--- config.mk ---
export PLATFORM = sky130hd
export DESIGN_NAME = mms_tx_sched
export DESIGN_NICKNAME = d
export VERILOG_FILES = /design/src/rtl/mms_tx_sched.sv
export SDC_FILE = /design/constraint.sdc
export NUM_CORES = 1
export LEC_CHECK = 0
export ABC_AREA = 1
export BUFFER_PORTS_ARGS = -buffer_cell sky130_fd_sc_hd__clkbuf_2
export CAP_MARGIN = 30
export CORE_ASPECT_RATIO = 0.7
export CORE_UTILIZATION = 35
export DETAILED_ROUTE_END_ITERATION = 10
export GPL_TIMING_DRIVEN = 0
export HOLD_SLACK_MARGIN = 0.12
export PLACE_DENSITY = 0.55
export SYNTH_ARGS = -nofsm -noshare
export SYNTH_HDL_FRONTEND = slang
export SYNTH_SLANG_ARGS = --single-unit
--- constraint.sdc ---
create_clock -name clk -period 3.8 [get_ports clk]
set_input_delay 0.38 -clock clk [delete_from_list [all_inputs] [get_ports clk]]
set_output_delay 0.38 -clock clk [all_outputs]
set_load 0.01 [all_outputs]
--- src/rtl/mms_tx_sched.sv ---
// MAC Merge transmit scheduler: arbitrates express, preemptable and verify/respond traffic
// with frame preemption and resume. Define MMS_TX_STATS_EN to build the preemption counter.
module mms_tx_sched #(
    parameter int IPG_OCT = 12,
    parameter int VR_LEN  = 60
) (
    input  logic        clk,
    input  logic        reset_n,
    input  logic        p_enable,
    input  logic        verified,
    input  logic        disable_verify,
    input  logic [1:0]  add_frag_size,
    input  logic        e_valid,
    input  logic        e_last,
    input  logic        p_valid,
    input  logic        p_last,
    input  logic        send_v,
    input  logic        send_r,
    output logic        e_ready,
    output logic        p_ready,
    output logic [1:0]  tx_src,
    output logic [2:0]  tx_smd,
    output logic        tx_start,
    output logic        tx_term,
    output logic [1:0]  frag_cnt,
    output logic        v_done,
    output logic        r_done,
    output logic [15:0] preempt_count
);

    localparam int WW = (IPG_OCT > 1) ? $clog2(IPG_OCT) : 1;

    localparam logic [1:0] SRC_IDLE = 2'd0;
    localparam logic [1:0] SRC_E    = 2'd1;
    localparam logic [1:0] SRC_P    = 2'd2;
    localparam logic [1:0] SRC_VR   = 2'd3;

    localparam logic [2:0] SMD_E = 3'd0;
    localparam logic [2:0] SMD_S = 3'd1;
    localparam logic [2:0] SMD_C = 3'd2;
    localparam logic [2:0] SMD_V = 3'd3;
    localparam logic [2:0] SMD_R = 3'd4;

    typedef enum logic [2:0] {S_IDLE, S_IPG, S_EXPRESS, S_PMAC, S_HOLD, S_VR} state_t;

    state_t        state;
    state_t        arb_state;
    logic          held;
    logic          start_pend;
    logic [10:0]   oct_cnt;
    logic [WW-1:0] wcnt;
    logic [7:0]    min_frag;
    logic [7:0]    min_frag_now;
    logic          preempt_ok;
    logic          preempt;
    logic          vr_octet;
    logic          wait_last;
    logic          launch;
    logic          arb_go;
    logic [1:0]    arb_src;
    logic [2:0]    arb_smd;

    assign preempt_ok   = p_enable && (verified || disable_verify);
    assign min_frag_now = {add_frag_size, 6'd0} + 8'd60;
    assign wait_last    = (wcnt == WW'(IPG_OCT - 1));

    always_comb begin
        arb_go    = 1'b1;
        arb_state = S_IDLE;
        arb_src   = SRC_IDLE;
        arb_smd   = SMD_E;
        if (e_valid) begin
            arb_state = S_EXPRESS;
            arb_src   = SRC_E;
            arb_smd   = SMD_E;
        end else if (held) begin
            arb_state = S_PMAC;
            arb_src   = SRC_P;
            arb_smd   = SMD_C;
        end else if (send_r) begin
            arb_state = S_VR;
            arb_src   = SRC_VR;
            arb_smd   = SMD_R;
        end else if (send_v) begin
            arb_state = S_VR;
            arb_src   = SRC_VR;
            arb_smd   = SMD_V;
        end else if (p_valid) begin
            arb_state = S_PMAC;
            arb_src   = SRC_P;
            arb_smd   = SMD_S;
        end else begin
            arb_go    = 1'b0;
        end
    end

    // A fragment may only be cut once it reaches min_frag and never on its final octet.
    assign preempt  = (state == S_PMAC) && e_valid && preempt_ok && !start_pend &&
                      (oct_cnt >= {3'd0, min_frag}) && !(p_valid && p_last);
    assign e_ready  = (state == S_EXPRESS) && e_valid;
    assign p_ready  = (state == S_PMAC) && p_valid && !preempt;
    assign vr_octet = (state == S_VR);
    assign tx_term  = preempt;
    assign tx_start = start_pend && (e_ready || p_ready || vr_octet);
    // Arbitration also runs in the last IPG cycle so back-to-back traffic sees exactly IPG_OCT idles.
    assign launch   = arb_go && ((state == S_IDLE) || ((state == S_IPG) && wait_last));

    always_ff @(posedge clk) begin
        if (!reset_n) begin
            state      <= S_IDLE;
            held       <= 1'b0;
            start_pend <= 1'b0;
            oct_cnt    <= '0;
            wcnt       <= '0;
            min_frag   <= 8'd60;
            tx_src     <= SRC_IDLE;
            tx_smd     <= SMD_E;
            frag_cnt   <= 2'd0;
            v_done     <= 1'b0;
            r_done     <= 1'b0;
        end else begin
            v_done <= 1'b0;
            r_done <= 1'b0;
            if (e_ready || p_ready || vr_octet) begin
                start_pend <= 1'b0;
                if (oct_cnt != 11'h7FF) oct_cnt <= oct_cnt + 11'd1;
            end
            case (state)
                S_IDLE: ;
                S_IPG: begin
                    if (wait_last) state <= S_IDLE;
                    else wcnt <= wcnt + WW'(1);
                end
                S_EXPRESS: begin
                    if (e_ready && e_last) begin
                        state  <= S_IPG;
                        wcnt   <= '0;
                        tx_src <= SRC_IDLE;
                    end
                end
                S_PMAC: begin
                    if (preempt) begin
                        held   <= 1'b1;
                        state  <= S_HOLD;
                        wcnt   <= '0;
                        tx_src <= SRC_IDLE;
                    end else if (p_ready && p_last) begin
                        held   <= 1'b0;
                        state  <= S_IPG;
                        wcnt   <= '0;
                        tx_src <= SRC_IDLE;
                    end
                end
                S_HOLD: begin
                    if (wait_last) begin
                        state      <= S_EXPRESS;
                        tx_src     <= SRC_E;
                        tx_smd     <= SMD_E;
                        start_pend <= 1'b1;
                        oct_cnt    <= '0;
                    end else begin
                        wcnt <= wcnt + WW'(1);
                    end
                end
                S_VR: begin
                    if (oct_cnt == 11'(VR_LEN - 1)) begin
                        v_done <= (tx_smd == SMD_V);
                        r_done <= (tx_smd == SMD_R);
                        state  <= S_IPG;
                        wcnt   <= '0;
                        tx_src <= SRC_IDLE;
                    end
                end
                default: state <= S_IDLE;
            endcase
            if (launch) begin
                state      <= arb_state;
                tx_src     <= arb_src;
                tx_smd     <= arb_smd;
                start_pend <= 1'b1;
                oct_cnt    <= '0;
                if (arb_smd == SMD_S) begin
                    frag_cnt <= 2'd0;
                    min_frag <= min_frag_now;
                end else if (arb_smd == SMD_C) begin
                    frag_cnt <= frag_cnt + 2'd1;
                end
            end
        end
    end

`ifdef MMS_TX_STATS_EN
    logic [15:0] pcnt;

    always_ff @(posedge clk) begin
        if (!reset_n) pcnt <= '0;
        else if (preempt && (pcnt != 16'hFFFF)) pcnt <= pcnt + 16'd1;
    end

    assign preempt_count = pcnt;
`else
    assign preempt_count = 16'd0;
`endif

endmodule

==> results_dict.tcl <==
set metrics [dict create \
    crit_path_end_kind "primary output" \
    synth_ff_type "dfxtp_1" \
    yosys.area.top_type_share 0.3013 \
    multi_input_area_mm2 0.001177 \
    stdcell_count 431 \
    total_power_uw 1157 \
    yosysMostFrequentCell "nand2_1" \
    holdWs_ps 378.2 \
    whs_endpoint "min_frag[6]" \
    tns_ps 0 \
    post-route-util 0.4461 \
    grt_pass1_wl_mm 8.169 \
    maxSlewHeadroom 0.6560 \
    synth_area_leaders "dfxtp_1, nand2_1, inv_1, nand3_1, a21oi_1" \
    worst_pin_slew_ps 516.1 \
    synth_top_area_cell "dfxtp_1" \
    path_class "reg2out" \
    p_leak_uw 0.001135 \
    fillers 563 \
    vdd_drop_max_mv 0.2444 \
    cts_tree "done" \
    wl_per_cell_um 11.66 \
    htreeDepth 2 \
    ys_ff_latch 31 \
    die_x_um 93.69 \
    synth-edff-count 0 \
    cp_slowest_cell "dfxtp_1" \
    ant_nets 0 \
    swShare 0.4060 \
    layout_min_cycle_time_ps 2321 \
    hold_violations 0 \
    seq_power_share 0.350 \
    r2r-start "wcnt[0]" \
    fmax_ghz 0.4309 \
    boundaryPins 42 \
    via_per_inst 4.633 \
    finalCritPeriodShare 0.6108 \
    power_density_mw_per_mm2 476.0 \
    clock_power_share 0.253 \
    cts-root-buf "clkbuf_8" \
    switchingPower_uw 469.9 \
    drv_slew 0 \
    grt_max_degree 11 \
    cts_sinks 31 \
    r2r_end "oct_cnt[6]" \
    seqCellArea_um2 620.6 \
    run_status "finished, final reports clean" \
    yosysUniqueCellTypes 35 \
    synth_area_per_cell_um2 6.622 \
    totalWireLength_mm 5.026 \
    cap_violations 0 \
    rows 22 \
    gr-total-overflow 0 \
    area_growth_pct 18.04 \
    synthesis.area_mm2 0.002059 \
    reg2reg_slack_ps 1900 \
    hold_depth 3 \
    synth_commonest_cells "nand2_1, inv_1, dfxtp_1, nor2_1, nand3_1" \
    drive_gt1_frac 0.2061 \
    fin_nets 376 \
    max_stage_delay_ps 440 \
    ys_seq_area_frac 0.3013 \
    crit_chain "ha_1, inv_1, nor2_1, nand3_1, nand2_1, inv_1, nand2_1, nand2_2, nand2_4, a21oi_1, clkbuf_2" \
    setup_viol 0 \
    hold_path.startpoint "add_frag_size[0]" \
    dieArea_mm2 0.006200 \
    grt_util_all_layers 0.1739 \
    rr_worst_depth 11 \
    path_clk_slew_ps 70 \
    cts_buffers 5 \
    route.detailed.drc 0 \
    dieHeight_um 66.18 \
    ctsResizeCount 0 \
    coreArea_mm2 0.005450 \
    cts_buffer_depth 2 \
    cts_setup_buffers 0 \
    cp_data_arrival_time_ps 1940 \
    grt_pass1_vias 1645 \
    syn_inst 311 \
    fin_skew_ps 8.256 \
    combPwrFrac 0.397 \
    antenna_found_initial 0 \
    initial_utilization 0.3779 \
    cts_hold_buf 0 \
    hp-class "in2reg" \
    yosysWarnings 0 \
    first_pass_iters 4 \
    worst_setup_path_start_kind "register" \
    p_int_uw 687.4 \
    vias 1997 \
    cp_max_fo 10 \
    gp_congestion 0.9280 \
    worstPathRequired_ps 3420 \
    rsz0062_at_grt "no" \
    dp_hpwl_mm 3.890 \
    insertion_delay_ps 280 \
    dp.cells 423 \
    drtIter0Drc 173 \
    async_flop_share 0 \
    antenna_cells 0 \
    io_buffers 25 \
]
[layout make-up]
class                      count  share of cell area
multi-input combinational    230              0.4843
sequential                    31              0.2553
inverter                      44             0.06794
buffer                        21             0.06279
timing repair buffer          25             0.05147
clock buffer                   8             0.04117
tap                           72             0.03706
[sequential cells by signal (all words and copies together) (netlist names), 2 cells and up]
register	flops
wcnt	4
tx_src	2
min_frag	2
frag_cnt	2
oct_cnt	11
tx_smd	3
state	3
[power by group through the flow]
| stage | Combinational (uW) | Sequential [uW] | Clock (uW) |
|---|---|---|---|
| 2_1_floorplan | 341 | 408 | 0 |
| 3_3_place_gp | 454 | 410 | 0 |
| 3_5_place_dp | 452 | 409 | 0 |
| 4_1_cts | 455 | 403 | 300 |
| 5_1_grt | 515 | 409 | 317 |
| 6_report | 460 | 405 | 293 |
[how the worst max path moves through the flow]
stage               endpoint  cells after the start  startpoint  slack [ps]
floorplan           tx_start                     10  oct_cnt[7]        2100
global placement    tx_start                     11  oct_cnt[7]        1780
detailed placement  tx_start                     11  oct_cnt[7]        1770
CTS                 tx_start                     11  oct_cnt[7]        1440
global route        tx_start                     11  oct_cnt[7]        1250
finish              tx_start                     11  oct_cnt[7]        1480
[worst max-delay path, delay by kind of cell, from the launching register on]
family / cells / cell delay (ps)
AOI/OAI and AO/OA: 1 / 200
buffers and inverters: 3 / 250
DFF: 1 / 440
and+or+nand+nor: 6 / 500
adders and majority gates: 1 / 270
[cells by family after synthesis]
family                   count (synthesis)  share of synthesized area
AO/OA/AOI/OAI                           44                     0.1160
other                                    1                   0.001821
buffers and inverters                   65                     0.1543
adder cells (fa/ha/maj)                  5                    0.03038
flip-flops                              31                     0.3013
AND/OR/NAND/NOR                        159                     0.3706
XOR/XNOR                                 6                    0.02552
[cell usage in the layout (no fill, tap or decap), drive strengths merged, types with 4 or more instances in the layout]
master | Yosys | final
dfxtp | 31 | 31
clkbuf | 2 | 35
buf | 19 | 19
inv | 43 | 43
nand4 | 12 | 12
nor2 | 35 | 35
nand3 | 33 | 33
a21oi | 27 | 27
xor2 | 4 | 4
nand2 | 67 | 67
o21ai | 11 | 11
conb | 1 | 16
ha | 5 | 5
nor3 | 8 | 8
[per-layer routing]
| metal | global-route usage | share of wire | vias to the layer above |
|---|---|---|---|
| met5 | 0 | 0 | - |
| met4 | 0.04038 | 0.0038 | 0 |
| met3 | 0.04253 | 0.062 | 2 |
| met2 | 0.2108 | 0.35 | 70 |
| met1 | 0.2864 | 0.59 | 850 |
| li1 | - | - | 1075 |
[through the flow]
stage	worst slack, ps	area (um^2)
global placement	1783	2331
finish	1479	2431
CTS	1443	2431
global route	1250	2431
detailed placement	1765	2331
floorplan	2096	2116
Note: power is estimated with default switching activity, not from simulation.
